<file path="src/rtl/spi_fb_writer_if.sv">
// Pixel stream in / BRAM write port out for spi_fb_writer.
// slave is the sequencer side, master is the stream source / BRAM side.
interface spi_fb_writer_if #(
  parameter int unsigned H_COUNT    = 10,
  parameter int unsigned V_COUNT    = 8,
  parameter int unsigned DATA_WIDTH = 8
);
  localparam int unsigned AW = $clog2(H_COUNT * V_COUNT);
  localparam int unsigned HW = $clog2(H_COUNT);
  localparam int unsigned VW = $clog2(V_COUNT);

  logic                  frame_start_in;
  logic                  data_valid_in;
  logic [DATA_WIDTH-1:0] data_in;
  logic                  we_out;
  logic [AW-1:0]         addr_out;
  logic [DATA_WIDTH-1:0] data_out;
  logic [HW-1:0]         hcount_out;
  logic [VW-1:0]         vcount_out;
  logic                  frame_done_out;
  logic                  frame_err_out;

  modport master (
    output frame_start_in, data_valid_in, data_in,
    input  we_out, addr_out, data_out, hcount_out, vcount_out, frame_done_out, frame_err_out
  );

  modport slave (
    input  frame_start_in, data_valid_in, data_in,
    output we_out, addr_out, data_out, hcount_out, vcount_out, frame_done_out, frame_err_out
  );
endinterface

</file>
<file path="src/rtl/spi_fb_writer.sv">
// Receive-side frame-buffer write sequencer: raster-tracks SPI pixel bytes into BRAM writes.
// Optional macro SPI_FB_FRAME_ERR_EN builds the sticky framing-error detector.
module spi_fb_writer #(
  parameter int unsigned H_COUNT    = 10,
  parameter int unsigned V_COUNT    = 8,
  parameter int unsigned DATA_WIDTH = 8
) (
  input logic           clk_in,
  input logic           rst_in,
  spi_fb_writer_if.slave bus
);
  localparam int unsigned AW = $clog2(H_COUNT * V_COUNT);
  localparam int unsigned HW = $clog2(H_COUNT);
  localparam int unsigned VW = $clog2(V_COUNT);
  localparam logic [HW-1:0] HMax = HW'(H_COUNT - 1);
  localparam logic [VW-1:0] VMax = VW'(V_COUNT - 1);

  typedef enum logic [0:0] {StIdle, StRecv} state_e;

  state_e          state_q, state_d;
  logic [HW-1:0]   h_q, h_d, cur_h;
  logic [VW-1:0]   v_q, v_d, cur_v;
  logic            accept, last;

  logic                  s0_valid_q, s0_last_q;
  logic [HW-1:0]         s0_h_q;
  logic [VW-1:0]         s0_v_q;
  logic [DATA_WIDTH-1:0] s0_data_q;

  logic                  we_q, done_q;
  logic [AW-1:0]         addr_q, addr_d;
  logic [DATA_WIDTH-1:0] data_q;
  logic [HW-1:0]         hcount_q;
  logic [VW-1:0]         vcount_q;

  // frame_start overrides the old position so a coincident byte lands at (0,0).
  always_comb begin
    state_d = state_q;
    h_d     = h_q;
    v_d     = v_q;
    cur_h   = bus.frame_start_in ? '0 : h_q;
    cur_v   = bus.frame_start_in ? '0 : v_q;
    accept  = bus.data_valid_in && (bus.frame_start_in || (state_q == StRecv));
    last    = (cur_h == HMax) && (cur_v == VMax);
    if (bus.frame_start_in) begin
      state_d = StRecv;
      h_d     = '0;
      v_d     = '0;
    end
    if (accept) begin
      if (last) begin
        state_d = StIdle;
        h_d     = '0;
        v_d     = '0;
      end else if (cur_h == HMax) begin
        h_d = '0;
        v_d = cur_v + VW'(1);
      end else begin
        h_d = cur_h + HW'(1);
      end
    end
  end

  always_ff @(posedge clk_in) begin
    if (rst_in) begin
      state_q <= StIdle;
      h_q     <= '0;
      v_q     <= '0;
    end else begin
      state_q <= state_d;
      h_q     <= h_d;
      v_q     <= v_d;
    end
  end

  // Stage 0: capture position and pixel.
  always_ff @(posedge clk_in) begin
    if (rst_in) begin
      s0_valid_q <= 1'b0;
      s0_last_q  <= 1'b0;
      s0_h_q     <= '0;
      s0_v_q     <= '0;
      s0_data_q  <= '0;
    end else begin
      s0_valid_q <= accept;
      s0_last_q  <= accept && last;
      if (accept) begin
        s0_h_q    <= cur_h;
        s0_v_q    <= cur_v;
        s0_data_q <= bus.data_in;
      end
    end
  end

  always_comb addr_d = AW'(s0_v_q) * AW'(H_COUNT) + AW'(s0_h_q);

  // Stage 1: BRAM write port.
  always_ff @(posedge clk_in) begin
    if (rst_in) begin
      we_q     <= 1'b0;
      done_q   <= 1'b0;
      addr_q   <= '0;
      data_q   <= '0;
      hcount_q <= '0;
      vcount_q <= '0;
    end else begin
      we_q   <= s0_valid_q;
      done_q <= s0_valid_q && s0_last_q;
      if (s0_valid_q) begin
        addr_q   <= addr_d;
        data_q   <= s0_data_q;
        hcount_q <= s0_h_q;
        vcount_q <= s0_v_q;
      end
    end
  end

  assign bus.we_out         = we_q;
  assign bus.addr_out       = addr_q;
  assign bus.data_out       = data_q;
  assign bus.hcount_out     = hcount_q;
  assign bus.vcount_out     = vcount_q;
  assign bus.frame_done_out = done_q;

`ifdef SPI_FB_FRAME_ERR_EN
  logic err_q, err_d;

  // Short frame: restart after at least one pixel. Overrun: byte while idle.
  always_comb begin
    err_d = err_q;
    if (bus.frame_start_in && (state_q == StRecv) && ((h_q != '0) || (v_q != '0))) begin
      err_d = 1'b1;
    end
    if (bus.data_valid_in && !bus.frame_start_in && (state_q == StIdle)) begin
      err_d = 1'b1;
    end
  end

  always_ff @(posedge clk_in) begin
    if (rst_in) err_q <= 1'b0;
    else        err_q <= err_d;
  end

  assign bus.frame_err_out = err_q;
`else
  assign bus.frame_err_out = 1'b0;
`endif
endmodule

</file>
<file path="src/flat_wrapper.sv">
// flat-port wrapper written by rule: the top's interface ports become plain ports
module spi_fb_writer_flat 
#(
  parameter int unsigned H_COUNT    = 10,
  parameter int unsigned V_COUNT    = 8,
  parameter int unsigned DATA_WIDTH = 8
)
  (clk_in, rst_in, bus_frame_start_in, bus_data_valid_in, bus_data_in, bus_we_out, bus_addr_out, bus_data_out, bus_hcount_out, bus_vcount_out, bus_frame_done_out, bus_frame_err_out);
  spi_fb_writer_if #(.H_COUNT(H_COUNT), .V_COUNT(V_COUNT), .DATA_WIDTH(DATA_WIDTH)) bus_i ();
  input logic clk_in;
  input logic rst_in;
  input wire logic [$bits(bus_i.frame_start_in)-1:0] bus_frame_start_in;
  input wire logic [$bits(bus_i.data_valid_in)-1:0] bus_data_valid_in;
  input wire logic [$bits(bus_i.data_in)-1:0] bus_data_in;
  output wire logic [$bits(bus_i.we_out)-1:0] bus_we_out;
  output wire logic [$bits(bus_i.addr_out)-1:0] bus_addr_out;
  output wire logic [$bits(bus_i.data_out)-1:0] bus_data_out;
  output wire logic [$bits(bus_i.hcount_out)-1:0] bus_hcount_out;
  output wire logic [$bits(bus_i.vcount_out)-1:0] bus_vcount_out;
  output wire logic [$bits(bus_i.frame_done_out)-1:0] bus_frame_done_out;
  output wire logic [$bits(bus_i.frame_err_out)-1:0] bus_frame_err_out;
  assign bus_i.frame_start_in = bus_frame_start_in;
  assign bus_i.data_valid_in = bus_data_valid_in;
  assign bus_i.data_in = bus_data_in;
  assign bus_we_out = bus_i.we_out;
  assign bus_addr_out = bus_i.addr_out;
  assign bus_data_out = bus_i.data_out;
  assign bus_hcount_out = bus_i.hcount_out;
  assign bus_vcount_out = bus_i.vcount_out;
  assign bus_frame_done_out = bus_i.frame_done_out;
  assign bus_frame_err_out = bus_i.frame_err_out;
  spi_fb_writer #(.H_COUNT(H_COUNT), .V_COUNT(V_COUNT), .DATA_WIDTH(DATA_WIDTH)) u_core (.clk_in(clk_in), .rst_in(rst_in), .bus(bus_i));
endmodule
</file>
<file path="config.mk">
export PLATFORM = sky130hd
export DESIGN_NAME = spi_fb_writer_flat
export DESIGN_NICKNAME = d
export VERILOG_FILES = /design/src/rtl/spi_fb_writer_if.sv /design/src/rtl/spi_fb_writer.sv /design/src/flat_wrapper.sv
export SDC_FILE = /design/constraint.sdc
export NUM_CORES = 1
export LEC_CHECK = 0
export CORE_MARGIN = 10
export CORE_UTILIZATION = 40
export CTS_CLUSTER_DIAMETER = 100
export DETAILED_ROUTE_END_ITERATION = 8
export HOLD_SLACK_MARGIN = 0.15
export PLACE_DENSITY_LB_ADDON = 0.12
export SKIP_LAST_GASP = 1
export SYNTH_ARGS = -nofsm -noshare
export SYNTH_HDL_FRONTEND = slang
export SYNTH_SLANG_ARGS = --single-unit
</file>
<file path="constraint.sdc">
create_clock -name clk_in -period 4.8 [get_ports clk_in]
set_input_delay 1.2 -clock clk_in [delete_from_list [all_inputs] [get_ports clk_in]]
set_output_delay 1.2 -clock clk_in [all_outputs]
set_load 0.02 [all_outputs]
</file>
==> results.toml <==
[grt]
track_usage_pct = 10.1
grt_pass1_vias = 1467
grt_max_degree = 47
antenna_found_initial = 0
grt_remaining_overflow = 0
grt_first_pass_wirelength_um = 7100

[timing]
tightest_slew_ns = 0.803
tns_ns = 0
fin_crit_sh_pct = 62.0
period_needed_ns = 2.98
hold_viol = 0
skew_ns = 0.00415
finalMaxSlewViolations = 0
rsz0062_at_grt = "false"
relSlewSlack_pct = 46.4
max_freq_mhz = 336
setup_viol = 0
holdWs_ns = 0.447

[worst_setup_path]
crit_start = "bus_frame_start_in"
required_ns = 5.03
slowest_stage = "clkdlybuf4s50_1"
crit_path_end_kind = "flip-flop"
r2r-end = "u_core.bus.addr_out[6]$_SDFFE_PP0P_"
reg2reg_depth = 5
reg2reg_slack_ns = 3.01
endpoint = "u_core.h_q[0]$_SDFF_PP0_"
crit_path_max_incr_delay_ns = 0.66
cp-start-kind = "primary input"
cp_max_fo = 15
critical_path_arrival_ns = 3.21
criticalPathCategory = "in -> reg"
crit_path_cell_trace = "clkdlybuf4s50_1 > nor2b_1 > inv_1 > ha_1 > and4bb_2 > or3_1 > a21oi_1"
r2r_start = "u_core.s0_v_q[2]$_SDFFE_PP0P_"

[power_and_ir_drop]
power_leakage_nw = 0.910
powerDensity_nw_per_um2 = 303
p_total_mw = 0.772
ir_drop_mv = 0.214

[clock_network]
cts_setup_buffers = 0
worstSkewPairLatency_ns = 0.29
cts-htree-levels = 2
clk_pin_slew_ns = 0.09
clk_path_buf_depth = 2
cts-root-buf = "clkbuf_8"
numCtsBuffers = 5
clock_sinks = 48
cts-resized-gates = 0
cts_tree = "yes"
cts_hold_buf = 0

[yosys]
synthCells = 224
yosysTopAreaCell = "dfxtp_1"
synth_cell_types = 39
ys_seq_area_share_pct = 47.0
synthTopCellsByArea = "dfxtp_1 (47%), mux2i_1 (8.3%), ha_1 (6.1%), nand2_1 (5.5%), a21oi_1 (4.9%)"
synth_top_family_by_area = "simple AND/OR/NAND/NOR gates"
synthFlopType = "dfxtp_1"
synth_top_cell_area_share_pct = 47.0
synth_xor_area_share_pct = 0.857
synth_simple_gate_area_share_pct = 19.3
syn_area_um2 = 2040
synth.yosys.warnings = 0
synth_seq_cells = 48
synth_edf_count = 0
synth_fa_ha_area_share_pct = 7.10
syn_avg_cell_area_um2 = 9.13
synth_compound_area_share_pct = 12.5
async_flop_share_pct = 0
synthMuxAreaShare_pct = 8.32
syn_nets = 247

[layout]
nets = 277
diodes = 0
final_area_um2 = 2550
nFillCells = 472
seq_area_um2 = 961
area_delta_synth_final_pct = 24.6
drive_gt1_share_pct = 5.88
final_cells = 322
multiInputGateArea_um2 = 986

[die]
die-area_um2 = 8370
die_x_um = 91.5
die_h_um = 91.5
ios = 37
rows = 25
core_um2 = 4850
initial_core_util_pct = 42.2

[detailed_routing]
dr.pass1.iters = 4
drc_errors = 0
drt-initial-drc-count = 88
drtAntennaViolNets = 0
routed_via_density = 4.90
wire_per_inst_um = 13.1
drt-total-wl_um = 4210
vias = 1577

[status]
status = "completed"

[placement]
dp_hpwl_um = 2930
port_buffers = 35
gp_congestion = 0.825
dp_cells = 314
dpl_cell_area_um2 = 2430

[worst_hold_path]
hp-start = "u_core.s0_last_q$_SDFF_PP0_"
hold_path_class = "reg -> reg"

[flow_run]
maxCapViolCount = 0
-- logic make-up (layout without fill, tap and decap cells) --
| group | count (synthesis) | count (layout) |
|---|---|---|
| AOI/OAI and AO/OA | 41 | 41 |
| xor gates and xnor gates | 2 | 2 |
| adders and majority gates | 11 | 11 |
| buffers and inverters | 22 | 53 |
| DFF | 48 | 48 |
| muxes | 17 | 17 |
| other | 1 | 1 |
| and+or+nand+nor | 82 | 82 |
-- how the worst min path moves through the flow --
stage,depth (start not counted),slack [ns],endpoint
2_1_floorplan,1,0.41,u_core.bus.frame_done_out$_SDFF_PP0_
3_3_place_gp,1,0.41,u_core.bus.frame_done_out$_SDFF_PP0_
3_5_place_dp,1,0.43,u_core.bus.frame_done_out$_SDFF_PP0_
4_1_cts,1,0.45,u_core.bus.frame_done_out$_SDFF_PP0_
5_1_grt,1,0.45,u_core.bus.frame_done_out$_SDFF_PP0_
6_report,1,0.45,u_core.bus.frame_done_out$_SDFF_PP0_
-- power by group --
group          leakage, nW  total, mW  switching, mW  internal, mW
Sequential           0.389      0.411        0.00474         0.406
Combinational        0.460     0.0562         0.0325        0.0237
Clock               0.0614      0.305          0.135         0.170
-- Yosys cell counts (2+ instances only) --
cell type	number
dfxtp_1	48
nand2_1	30
nor2_1	22
a21oi_1	20
mux2i_1	17
ha_1	10
inv_1	8
nor2b_1	8
buf_2	6
o21ai_0	6
clkbuf_1	4
o211ai_1	4
nand3_1	3
or3_1	3
a211oi_1	2
and2_1	2
buf_1	2
buf_4	2
nand2b_1	2
nand3b_1	2
nand4_1	2
o2111ai_1	2
o21a_1	2
xnor2_1	2
-- cell type report --
| type | instances | area share, % |
|---|---|---|
| multi-input cells | 154 | 38.7 |
| flip-flops and latches | 48 | 37.7 |
| well taps | 67 | 3.29 |
| clock buffers | 6 | 3.24 |
| inverters | 8 | 1.18 |
| clock inverters | 2 | 1.52 |
| repair buffers | 37 | 14.3 |
-- through the flow --
step	worst slack, ns	util [%]
after floorplan	2.21	-
after global routing	1.70	52.5
after detailed placement	1.52	50.0
final	1.82	52.5
after global placement	1.56	50.0
after CTS	1.83	52.5
-- cells in the final DEF (no fill, tap or decap), drive strengths merged, types with 2 or more instances in the layout --
| cell | Yosys | routed |
|---|---|---|
| nand3b | 2 | 2 |
| buf | 10 | 2 |
| and2 | 2 | 2 |
| nand2 | 31 | 31 |
| inv | 8 | 8 |
| or3 | 3 | 3 |
| o21ai | 7 | 7 |
| a21oi | 20 | 20 |
| o211ai | 4 | 4 |
| nor2 | 22 | 22 |
| o2111ai | 2 | 2 |
| nor2b | 8 | 8 |
| xnor2 | 2 | 2 |
| ha | 10 | 10 |
| nand4 | 2 | 2 |
| o21a | 2 | 2 |
| clkdlybuf4s50 | 0 | 35 |
| a211oi | 2 | 2 |
| clkbuf | 4 | 6 |
| dfxtp | 48 | 48 |
| nand2b | 2 | 2 |
| nand3 | 3 | 3 |
| mux2i | 17 | 17 |
-- sequential cells by signal, indices dropped and copies added, names as in the netlist --
name / count
u_core.bus.addr_out: 6
u_core.bus.data_out: 8
u_core.bus.frame_done_out: 1
u_core.bus.hcount_out: 4
u_core.bus.vcount_out: 3
u_core.bus.we_out: 1
u_core.h_q: 4
u_core.s0_data_q: 8
u_core.s0_h_q: 4
u_core.s0_last_q: 1
u_core.s0_v_q: 3
u_core.s0_valid_q: 1
u_core.state_q: 1
u_core.v_q: 3
-- routing by layer --
metal	up-vias	wire, um	GRT usage, %
li1	826	-	-
met1	716	1970	12.3
met2	30	1930	15.8
met3	5	270	4.12
met4	0	45	3.13
met5	-	0	0
-- worst max-delay path: cells and delay by family --
family | cells | cell delay (ns)
buffers and inverters | 2 | 0.74
adders and majority gates | 1 | 0.19
and+or+nand+nor | 3 | 0.96
AOI/OAI and AO/OA | 1 | 0.12
Power figures use the tool's default switching activity.
